==> src/rtl/ifu_pkg.sv <==
// Shared constants and FSM encoding for the LEGv8 instruction fetch unit.
package ifu_pkg;

    localparam int unsigned INSTR_W = 32;
    localparam int unsigned ADDR_W  = 64;

    // ADD XZR, XZR, XZR: the canonical bubble.
    localparam logic [INSTR_W-1:0] NOP_WORD = 32'h8B1F03FF;

    typedef enum logic [1:0] {
        StBoot = 2'd0,
        StRun  = 2'd1,
        StDone = 2'd2
    } ifu_state_e;

    // Force word alignment of a redirect address.
    function automatic logic [ADDR_W-1:0] align_word(input logic [ADDR_W-1:0] addr);
        return {addr[ADDR_W-1:2], 2'b00};
    endfunction

endpackage

==> src/rtl/if_id_reg.sv <==
// IF/ID pipeline register: pc/instr/valid with flush (highest priority), load and hold.
// Reset and flush both load the bubble value {pc=0, RESET_INSTR, valid=0}.
module if_id_reg
    import ifu_pkg::*;
#(
    parameter logic [INSTR_W-1:0] RESET_INSTR = NOP_WORD
) (
    input  logic               clk_i,
    input  logic               rst_i,
    input  logic               load_i,
    input  logic               flush_i,
    input  logic [ADDR_W-1:0]  pc_i,
    input  logic [INSTR_W-1:0] instr_i,
    output logic [ADDR_W-1:0]  pc_o,
    output logic [INSTR_W-1:0] instr_o,
    output logic               valid_o
);

    logic [ADDR_W-1:0]  pc_d, pc_q;
    logic [INSTR_W-1:0] instr_d, instr_q;
    logic               valid_d, valid_q;

    // Next-state select: flush beats load, otherwise hold.
    always_comb begin
        pc_d    = pc_q;
        instr_d = instr_q;
        valid_d = valid_q;
        if (flush_i) begin
            pc_d    = '0;
            instr_d = RESET_INSTR;
            valid_d = 1'b0;
        end else if (load_i) begin
            pc_d    = pc_i;
            instr_d = instr_i;
            valid_d = 1'b1;
        end
    end

    // Pipeline register state, asynchronously reset to a bubble.
    always_ff @(posedge clk_i or posedge rst_i) begin
        if (rst_i) begin
            pc_q    <= '0;
            instr_q <= RESET_INSTR;
            valid_q <= 1'b0;
        end else begin
            pc_q    <= pc_d;
            instr_q <= instr_d;
            valid_q <= valid_d;
        end
    end

    assign pc_o    = pc_q;
    assign instr_o = instr_q;
    assign valid_o = valid_q;

endmodule

==> src/rtl/instruction_fetch_unit.sv <==
// IF stage of the pipelined LEGv8 core: PC, BOOT/RUN/DONE sequencing, branch redirect and
// IF/ID register. Optional build macro IFU_PERF_CNT_EN adds saturating fetch/bubble counters.
module instruction_fetch_unit
    import ifu_pkg::*;
#(
    parameter logic [ADDR_W-1:0]  RESET_PC = 64'h0,
    parameter logic [ADDR_W-1:0]  PC_LIMIT = 64'h100,
    parameter logic [INSTR_W-1:0] NOP_WORD = ifu_pkg::NOP_WORD
) (
    input  logic               CLK,
    input  logic               Reset,
    input  logic               stall_i,
    input  logic               branch_taken_i,
    input  logic [ADDR_W-1:0]  branch_target_i,
    output logic [ADDR_W-1:0]  imem_addr_o,
    input  logic [INSTR_W-1:0] imem_instr_i,
    output logic [ADDR_W-1:0]  if_pc_o,
    output logic [INSTR_W-1:0] if_instr_o,
    output logic               if_valid_o,
    output logic               misalign_o,
    output logic               done_o
`ifdef IFU_PERF_CNT_EN
    ,
    output logic [31:0]        fetch_cnt_o,
    output logic [31:0]        bubble_cnt_o
`endif
);

    ifu_state_e        state_q;
    logic [ADDR_W-1:0] pc_q;
    logic              done_q;
    logic              misalign_q;
    logic              ifid_load;
    logic              ifid_flush;
    logic [ADDR_W-1:0] target_aligned;
    logic              target_misaligned;
    logic              past_limit;

    assign target_aligned    = align_word(branch_target_i);
    assign target_misaligned = (branch_target_i[1:0] != 2'b00);
    assign past_limit        = (pc_q > PC_LIMIT);

    // IF/ID control: capture on a normal fetch, bubble on BOOT, flush, limit overrun and DONE.
    always_comb begin
        ifid_load  = 1'b0;
        ifid_flush = 1'b0;
        unique case (state_q)
            StRun: begin
                if (branch_taken_i) begin
                    ifid_flush = 1'b1;
                end else if (!stall_i) begin
                    if (past_limit) ifid_flush = 1'b1;
                    else            ifid_load  = 1'b1;
                end
            end
            default: ifid_flush = 1'b1;
        endcase
    end

    // Fetch FSM with PC, done and sticky misalign flags as registered outputs.
    always_ff @(posedge CLK or posedge Reset) begin
        if (Reset) begin
            state_q    <= StBoot;
            pc_q       <= RESET_PC;
            done_q     <= 1'b0;
            misalign_q <= 1'b0;
        end else begin
            unique case (state_q)
                StBoot: state_q <= StRun;
                StRun: begin
                    if (branch_taken_i) begin
                        pc_q <= target_aligned;
                        if (target_misaligned) misalign_q <= 1'b1;
                    end else if (!stall_i) begin
                        if (past_limit) begin
                            state_q <= StDone;
                            done_q  <= 1'b1;
                        end else begin
                            pc_q <= pc_q + 64'd4;
                        end
                    end
                end
                StDone: begin
                    // stall_i is deliberately ignored here.
                    if (branch_taken_i) begin
                        pc_q <= target_aligned;
                        if (target_misaligned) misalign_q <= 1'b1;
                        if (target_aligned <= PC_LIMIT) begin
                            state_q <= StRun;
                            done_q  <= 1'b0;
                        end
                    end
                end
                default: state_q <= StBoot;
            endcase
        end
    end

    if_id_reg #(
        .RESET_INSTR(NOP_WORD)
    ) u_if_id_reg (
        .clk_i   (CLK),
        .rst_i   (Reset),
        .load_i  (ifid_load),
        .flush_i (ifid_flush),
        .pc_i    (pc_q),
        .instr_i (imem_instr_i),
        .pc_o    (if_pc_o),
        .instr_o (if_instr_o),
        .valid_o (if_valid_o)
    );

    assign imem_addr_o = pc_q;
    assign misalign_o  = misalign_q;
    assign done_o      = done_q;

`ifdef IFU_PERF_CNT_EN
    logic [31:0] fetch_cnt_q;
    logic [31:0] bubble_cnt_q;

    // Saturating counters of real captures and bubble loads (stall cycles load neither).
    always_ff @(posedge CLK or posedge Reset) begin
        if (Reset) begin
            fetch_cnt_q  <= '0;
            bubble_cnt_q <= '0;
        end else begin
            if (ifid_load && (fetch_cnt_q != 32'hFFFF_FFFF)) begin
                fetch_cnt_q <= fetch_cnt_q + 32'd1;
            end
            if (ifid_flush && (bubble_cnt_q != 32'hFFFF_FFFF)) begin
                bubble_cnt_q <= bubble_cnt_q + 32'd1;
            end
        end
    end

    assign fetch_cnt_o  = fetch_cnt_q;
    assign bubble_cnt_o = bubble_cnt_q;
`endif

endmodule

==> config.mk <==
export PLATFORM = sky130hd
export DESIGN_NAME = instruction_fetch_unit
export DESIGN_NICKNAME = d
export VERILOG_FILES = /design/src/rtl/ifu_pkg.sv /design/src/rtl/if_id_reg.sv /design/src/rtl/instruction_fetch_unit.sv
export SDC_FILE = /design/constraint.sdc
export NUM_CORES = 1
export LEC_CHECK = 0
export ABC_AREA = 1
export CORE_ASPECT_RATIO = 1.5
export CORE_MARGIN = 2
export CORE_UTILIZATION = 54
export DETAILED_ROUTE_END_ITERATION = 6
export PLACE_DENSITY = 0.92
export SLEW_MARGIN = 25
export SYNTH_ARGS = -nofsm -noshare
export SYNTH_HDL_FRONTEND = slang
export SYNTH_HIERARCHICAL = 1
export SYNTH_SLANG_ARGS = --single-unit
==> constraint.sdc <==
create_clock -name CLK -period 6.3 [get_ports CLK]
set_clock_uncertainty 0.1 [all_clocks]
set_input_delay 1.26 -clock CLK [delete_from_list [all_inputs] [get_ports CLK]]
set_output_delay 1.26 -clock CLK [all_outputs]
set_load 0.01 [all_outputs]
==> impl_metrics.env, run 1 <==
export IMPL_run_status="complete, no violations"
export IMPL_layout_min_cycle_time_ns=4.19
export IMPL_flow_area_growth_from_synthesis_pct=32.4
export IMPL_yosys_most_used_dff="dfrtp_1"
export IMPL_htreeDepth=4
export IMPL_startpoint="state_q[1]"
export IMPL_critical_path_startpoint_type="flip-flop"
export IMPL_asr_flop_ratio_synth_pct=100
export IMPL_first_iter_violations=1093
export IMPL_yosysWarningCount=6
export IMPL_synth_yosys_seq_area_share_pct=41.4
export IMPL_drv_cap=0
export IMPL_grt_start_max_net_pins=97
export IMPL_synth_top_cells_by_count="nand2_1, nor2_1, nand3_1"
export IMPL_capturing_instance_or_port_of_the_critical_path="u_if_id_reg/pc_o[41]"
export IMPL_global_route_overflow_total=0
export IMPL_r2r_slack_ns=2.11
export IMPL_cts_setup_buffers=0
export IMPL_min_delay_path_class="reg -> reg"
export IMPL_maximum_clock_insertion_buffer_count=2
export IMPL_worstPathArrival_ns=4.47
export IMPL_worstSetupPathType="reg -> reg"
export IMPL_wire_per_inst_um=18.4
export IMPL_n_antenna_cell=0
export IMPL_finalMaxSlewViolations=0
export IMPL_rows=60
export IMPL_grt_pass1_vias=10700
export IMPL_clock_fmax_ghz=0.239
export IMPL_fp_dieArea_um2=19500
export IMPL_netlist_cell_type_count=35
export IMPL_grt_first_pass_wirelength_mm=55.7
export IMPL_dp_final_hpwl_mm=26.9
export IMPL_finalCritPeriodShare_pct=66.5
export IMPL_globalRouteTotalUtil_pct=37.1
export IMPL_critical_path_peak_fanout=45
export IMPL_cts_root_buffer_cell="clkbuf_16"
export IMPL_cts_buffers_inserted=17
export IMPL_power_leakage_nw=6.25
export IMPL_synth_area_per_inst_um2=6.64
export IMPL_drt_first_pass_iters=7
export IMPL_grt_setup_unrepaired="false"
export IMPL_drtAntennaViolNets=0
export IMPL_synthesis_instances=1493
export IMPL_layout_drive_gt1_share_pct=6.12
export IMPL_dr_total_vias=11000
export IMPL_via_per_inst=5.62
export IMPL_max_vdd_ir_drop_uv=260
export IMPL_portBuffers=260
export IMPL_nNetsFinal=1825
export IMPL_regToRegStartpoint="state_q[1]"
export IMPL_antenna_violations_before_repair=0
export IMPL_reg_clk_slew_reported_paths_ns=0.07
export IMPL_synthMostInstantiatedCell="nand2_1"
export IMPL_fp_dieW_um=115
export IMPL_rr_worst_depth=15
export IMPL_synth_top_cells_by_area="dfrtp_1, nand2_1, nand3_1, nor2_1, dfstp_2"
export IMPL_drcViolationCount=0
export IMPL_layout_filler_cells=1444
export IMPL_syn_cell_area_um2=9920
export IMPL_data_required_time_at_the_worst_endpoint_ns=6.58
export IMPL_core_area_um2=17900
export IMPL_clk_latency_ns=0.44
export IMPL_ys_seq_elements=163
export IMPL_finalWirelength_mm=35.9
export IMPL_final_number_of_setup_violating_endpoints=0
export IMPL_cts_resized=0
export IMPL_power_density_cell_area_nw_per_um2=355
export IMPL_timing_slew_headroom_pct=27.6
export IMPL_timing_setup_tns_ns=0
export IMPL_synth_enable_flop_cells=0
export IMPL_tightest_slew_ns=1.08
export IMPL_synth_largest_type_area_fraction_pct=36.3
export IMPL_numClockSinks=163
export IMPL_critical_path_endpoint_type="flip-flop"
export IMPL_yosysTopAreaCell="dfrtp_1"
export IMPL_rr_endpoint="u_if_id_reg/pc_o[41]"
export IMPL_die_height_um=170
export IMPL_io_pin_count=263
export IMPL_cts_tree="yes"
export IMPL_hold_buffers=0
export IMPL_final_core_utilization_pct=73.2
export IMPL_globalplace_congestion=0.985
export IMPL_finalHoldViolations=0
export IMPL_start_util_pct=55.3
==> kinds of logic after synthesis <==
logic type      Yosys count  share of synthesized area, %
mux                       4                         0.404
xor+xnor                 21                          1.85
flops                   163                          41.4
buf+inv                 166                          7.19
fa+ha+maj                 5                         0.631
other cells               1                        0.0378
simple gates           1059                          44.7
compound gates           74                          3.82
==> routing by layer <==
layer	routed length [um]	vias up	share of wire (%)	track usage, %
met5	0	-	0	0
met4	2240	0	6.2	22.5
met3	2310	134	6.5	6.09
met2	18200	587	51	64.4
met1	13100	5073	36	42.3
li1	-	5157	-	-
==> where the power goes <==
part	switching (mW)	total (mW)	internal, mW
clock	0.495	1.02	0.525
combinational	1.04	1.83	0.797
sequential	0.532	1.81	1.28
==> placed cells by master (no fill, tap or decap), drive strengths merged, types with 5 or more instances in the layout <==
cell	n
a21oi	22
ha	5
nand3b	6
inv	111
xor2	13
dfrtp	144
buf	10
o21ai	48
dfstp	19
nand3	157
nor2	201
clkbuf	18
or2	23
nor3	13
nand4	35
nand2	620
clkdlybuf4s50	260
xnor2	8
==> through the flow <==
stage          instance area (um^2)  power [mW]  setup WS, ns  instances  hold WS, ns
6_report                      13100        4.66          2.11       1950        0.368
5_1_grt                       13100        4.92          2.01       1950        0.379
4_1_cts                       13100        4.64          2.26       1950        0.370
3_5_place_dp                  12600        3.61          1.92       1918        0.357
3_3_place_gp                  12600        3.55          2.10       1918        0.353
2_1_floorplan                  9930        2.73          2.44       1496        0.367
==> worst max-delay path, stage by stage, from the launching register on <==
cell and delay (ns):
dfrtp_1 0.40, inv_1 0.08, ha_1 0.23, inv_2 0.11, nor2_1 0.09, nand2_1 0.07, nor2_2 0.11, inv_2 0.04
nor2_2 0.21, nand3_2 0.17, nand2_1 0.11, nand2_1 0.61, inv_2 0.96, buf_4 0.47, nand3_1 0.17, nand2_1 0.11
==> worst min-delay path by stage <==
stage	slack, ns	from	to	cells after the start
global placement	0.35	u_if_id_reg/pc_o[11]	u_if_id_reg/pc_o[11]	2
detailed placement	0.36	u_if_id_reg/instr_o[4]	u_if_id_reg/instr_o[4]	2
finish	0.37	u_if_id_reg/instr_o[16]	u_if_id_reg/instr_o[16]	2
CTS	0.37	u_if_id_reg/instr_o[16]	u_if_id_reg/instr_o[16]	2
global route	0.38	u_if_id_reg/instr_o[16]	u_if_id_reg/instr_o[16]	2
floorplan	0.37	state_q[1]	state_q[1]	2
==> sequential cells by signal (all words and copies together), names as in the netlist <==
register	flops
misalign_o	1
state_q	2
imem_addr_o	62
u_if_id_reg/pc_o	64
u_if_id_reg/valid_o	1
done_o	1
u_if_id_reg/instr_o	32
==> area by class of cell <==
class                   count  area (um^2)  share of cell area [%]
multi-input cells        1167         5120                    39.0
flip-flops and latches    163         4100                    31.3
repair buffers            270         2680                    20.4
clock buffers              18          429                    3.27
inverters                 101          383                    2.92
well taps                 217          272                    2.07
clock inverters            14          138                    1.05
Note: power is estimated with default switching activity, not from simulation.
==> run 2: changes to the inputs <==
Settings changed: CORE_UTILIZATION 54 to 50, PLACE_DENSITY 0.92 to 0.86.
Clock period 6.3 ns to 4.2 ns, I/O delays scaled along.
==> impl_metrics.env, run 2 (synthesis results as in run 1) <==
export IMPL_htreeDepth=4
export IMPL_dp_final_hpwl_mm=25.7
export IMPL_core_area_um2=19600
export IMPL_final_number_of_setup_violating_endpoints=0
export IMPL_dr_total_vias=10800
export IMPL_global_route_overflow_total=0
export IMPL_rr_worst_depth=15
export IMPL_fp_dieW_um=119
export IMPL_first_iter_violations=799
export IMPL_pre_cts_slack_ns=0.822
export IMPL_startpoint="state_q[1]"
export IMPL_clk_latency_ns=0.44
export IMPL_regToRegStartpoint="state_q[1]"
export IMPL_post_route_worst_setup_slack_ns=0.744
export IMPL_die_height_um=176
export IMPL_wire_per_inst_um=17.4
export IMPL_start_util_pct=50.5
export IMPL_max_vdd_ir_drop_uv=516
export IMPL_numClockSinks=163
export IMPL_critical_path_endpoint_type="flip-flop"
export IMPL_hold_buffers=0
export IMPL_grt_pass1_vias=10100
export IMPL_drv_cap=0
export IMPL_layout_drive_gt1_share_pct=6.70
export IMPL_critical_path_buf_inv_count=4
export IMPL_cts_tree="yes"
export IMPL_grt_start_max_net_pins=83
export IMPL_grt_setup_unrepaired="false"
export IMPL_via_per_inst=5.38
export IMPL_io_pin_count=263
export IMPL_min_delay_path_class="reg -> reg"
export IMPL_grt_first_pass_wirelength_mm=54.2
export IMPL_worst_hold_path_num_cells=2
export IMPL_antenna_violations_before_repair=0
export IMPL_portBuffers=260
export IMPL_mostFrequentLayoutCell="nand2_1"
export IMPL_run_status="complete, no violations"
export IMPL_reg_clk_slew_reported_paths_ns=0.06
export IMPL_flow_area_growth_from_synthesis_pct=34.8
export IMPL_worstPathArrival_ns=3.73
export IMPL_n_antenna_cell=0
export IMPL_cts_setup_buffers=0
export IMPL_path_delay_family="simple AND/OR/NAND/NOR gates"
export IMPL_data_required_time_at_the_worst_endpoint_ns=4.47
export IMPL_timing_setup_tns_ns=0
export IMPL_totalPowerFinal_mw=7.31
export IMPL_globalRouteTotalUtil_pct=33.2
export IMPL_cts_root_buffer_cell="clkbuf_16"
export IMPL_largest_reg_flops=64
export IMPL_finalMaxSlewViolations=0
export IMPL_critical_path_startpoint_type="flip-flop"
export IMPL_timing_critical_path_depth=15
export IMPL_timing_slew_headroom_pct=38.9
export IMPL_clock_fmax_ghz=0.289
export IMPL_crit_path_max_incr_delay_ns=0.67
export IMPL_tightest_slew_ns=0.917
export IMPL_cts_buffers_inserted=17
export IMPL_finalWirelength_mm=35.0
export IMPL_critical_path_peak_fanout=72
export IMPL_drcViolationCount=0
export IMPL_most_common_layout_cells="nand2_1, clkdlybuf4s50_1, nor2_1, nand3_1, dfrtp_1"
export IMPL_fp_dieArea_um2=21000
export IMPL_layout_min_cycle_time_ns=3.46
export IMPL_worstSetupPathType="reg -> reg"
export IMPL_globalplace_congestion=0.984
export IMPL_cts_resized=0
export IMPL_critical_path_slowest_cell="buf_4"
export IMPL_drtAntennaViolNets=0
export IMPL_power_leakage_nw=6.34
export IMPL_cell_seen_most_often_among_critical_path_stages="nand2_1"
export IMPL_power_density_cell_area_nw_per_um2=547
export IMPL_hold_path_startpoint="u_if_id_reg/instr_o[18]"
export IMPL_maximum_clock_insertion_buffer_count=2
export IMPL_worstPathCellList="inv_1, ha_1, inv_2, nor2_1, nand2_1, nor2_2, inv_2, nor2_2, nand3_2, nand2_1, nand2_1, nor2_4, buf_4, nand2_1, nand2_1"
export IMPL_rows=63
export IMPL_drt_first_pass_iters=5
export IMPL_finalCritPeriodShare_pct=82.3
export IMPL_nNetsFinal=1837
export IMPL_finalHoldViolations=0
## run 2: through the flow
| stage | instance area, um^2 | utilization, % | instances | hold WS [ns] |
|---|---|---|---|---|
| 2_1_floorplan | 9930 | - | 1496 | 0.367 |
| 3_3_place_gp | 12700 | 64.7 | 1973 | 0.352 |
| 3_5_place_dp | 12700 | 64.7 | 1973 | 0.356 |
| 4_1_cts | 13400 | 68.1 | 2005 | 0.368 |
| 5_1_grt | 13400 | 68.1 | 2005 | 0.376 |
| 6_report | 13400 | 68.1 | 2005 | 0.367 |
## run 2: metal layers
| layer | share of wire [%] | wire length [um] | global-route usage, % |
|---|---|---|---|
| met1 | 37 | 13100 | 39.1 |
| met2 | 51 | 17800 | 57.6 |
| met3 | 6.6 | 2300 | 5.72 |
| met4 | 5.1 | 1790 | 17.5 |
| met5 | 0 | 0 | 0 |
## run 2: worst paths after layout
check / slack, ns / endpoint
max in group asynchronous: 2.37 / done_o
min in group asynchronous: 0.88 / u_if_id_reg/valid_o
max reg2reg: 0.74 / u_if_id_reg/pc_o[7]
min reg2reg: 0.37 / u_if_id_reg/instr_o[18]
max: 0.74 / u_if_id_reg/pc_o[7]
min: 0.37 / u_if_id_reg/instr_o[18]
## run 2: cell type report
| type | count | area [um^2] |
|---|---|---|
| Fill cell | 1642 | 6260 |
| Tap cell | 260 | 325 |
| Multi-Input combinational cell | 1167 | 5120 |
| Timing Repair Buffer | 282 | 2770 |
| Clock buffer | 21 | 460 |
| Clock inverter | 11 | 200 |
| Inverter | 101 | 385 |
| Sequential cell | 163 | 4100 |
## run 2: report_power, final
group,switching [mW],internal (mW)
combinational,1.68,1.26
sequential,0.692,1.92
clock,0.668,1.09
## run 2: worst reg2reg max path: cells and delay by family, from the launching register on
family        cells  cell delay (ns)
fa+ha+maj         1             0.23
buf+inv           4             0.89
flops             1             0.41
simple gates     10             1.76
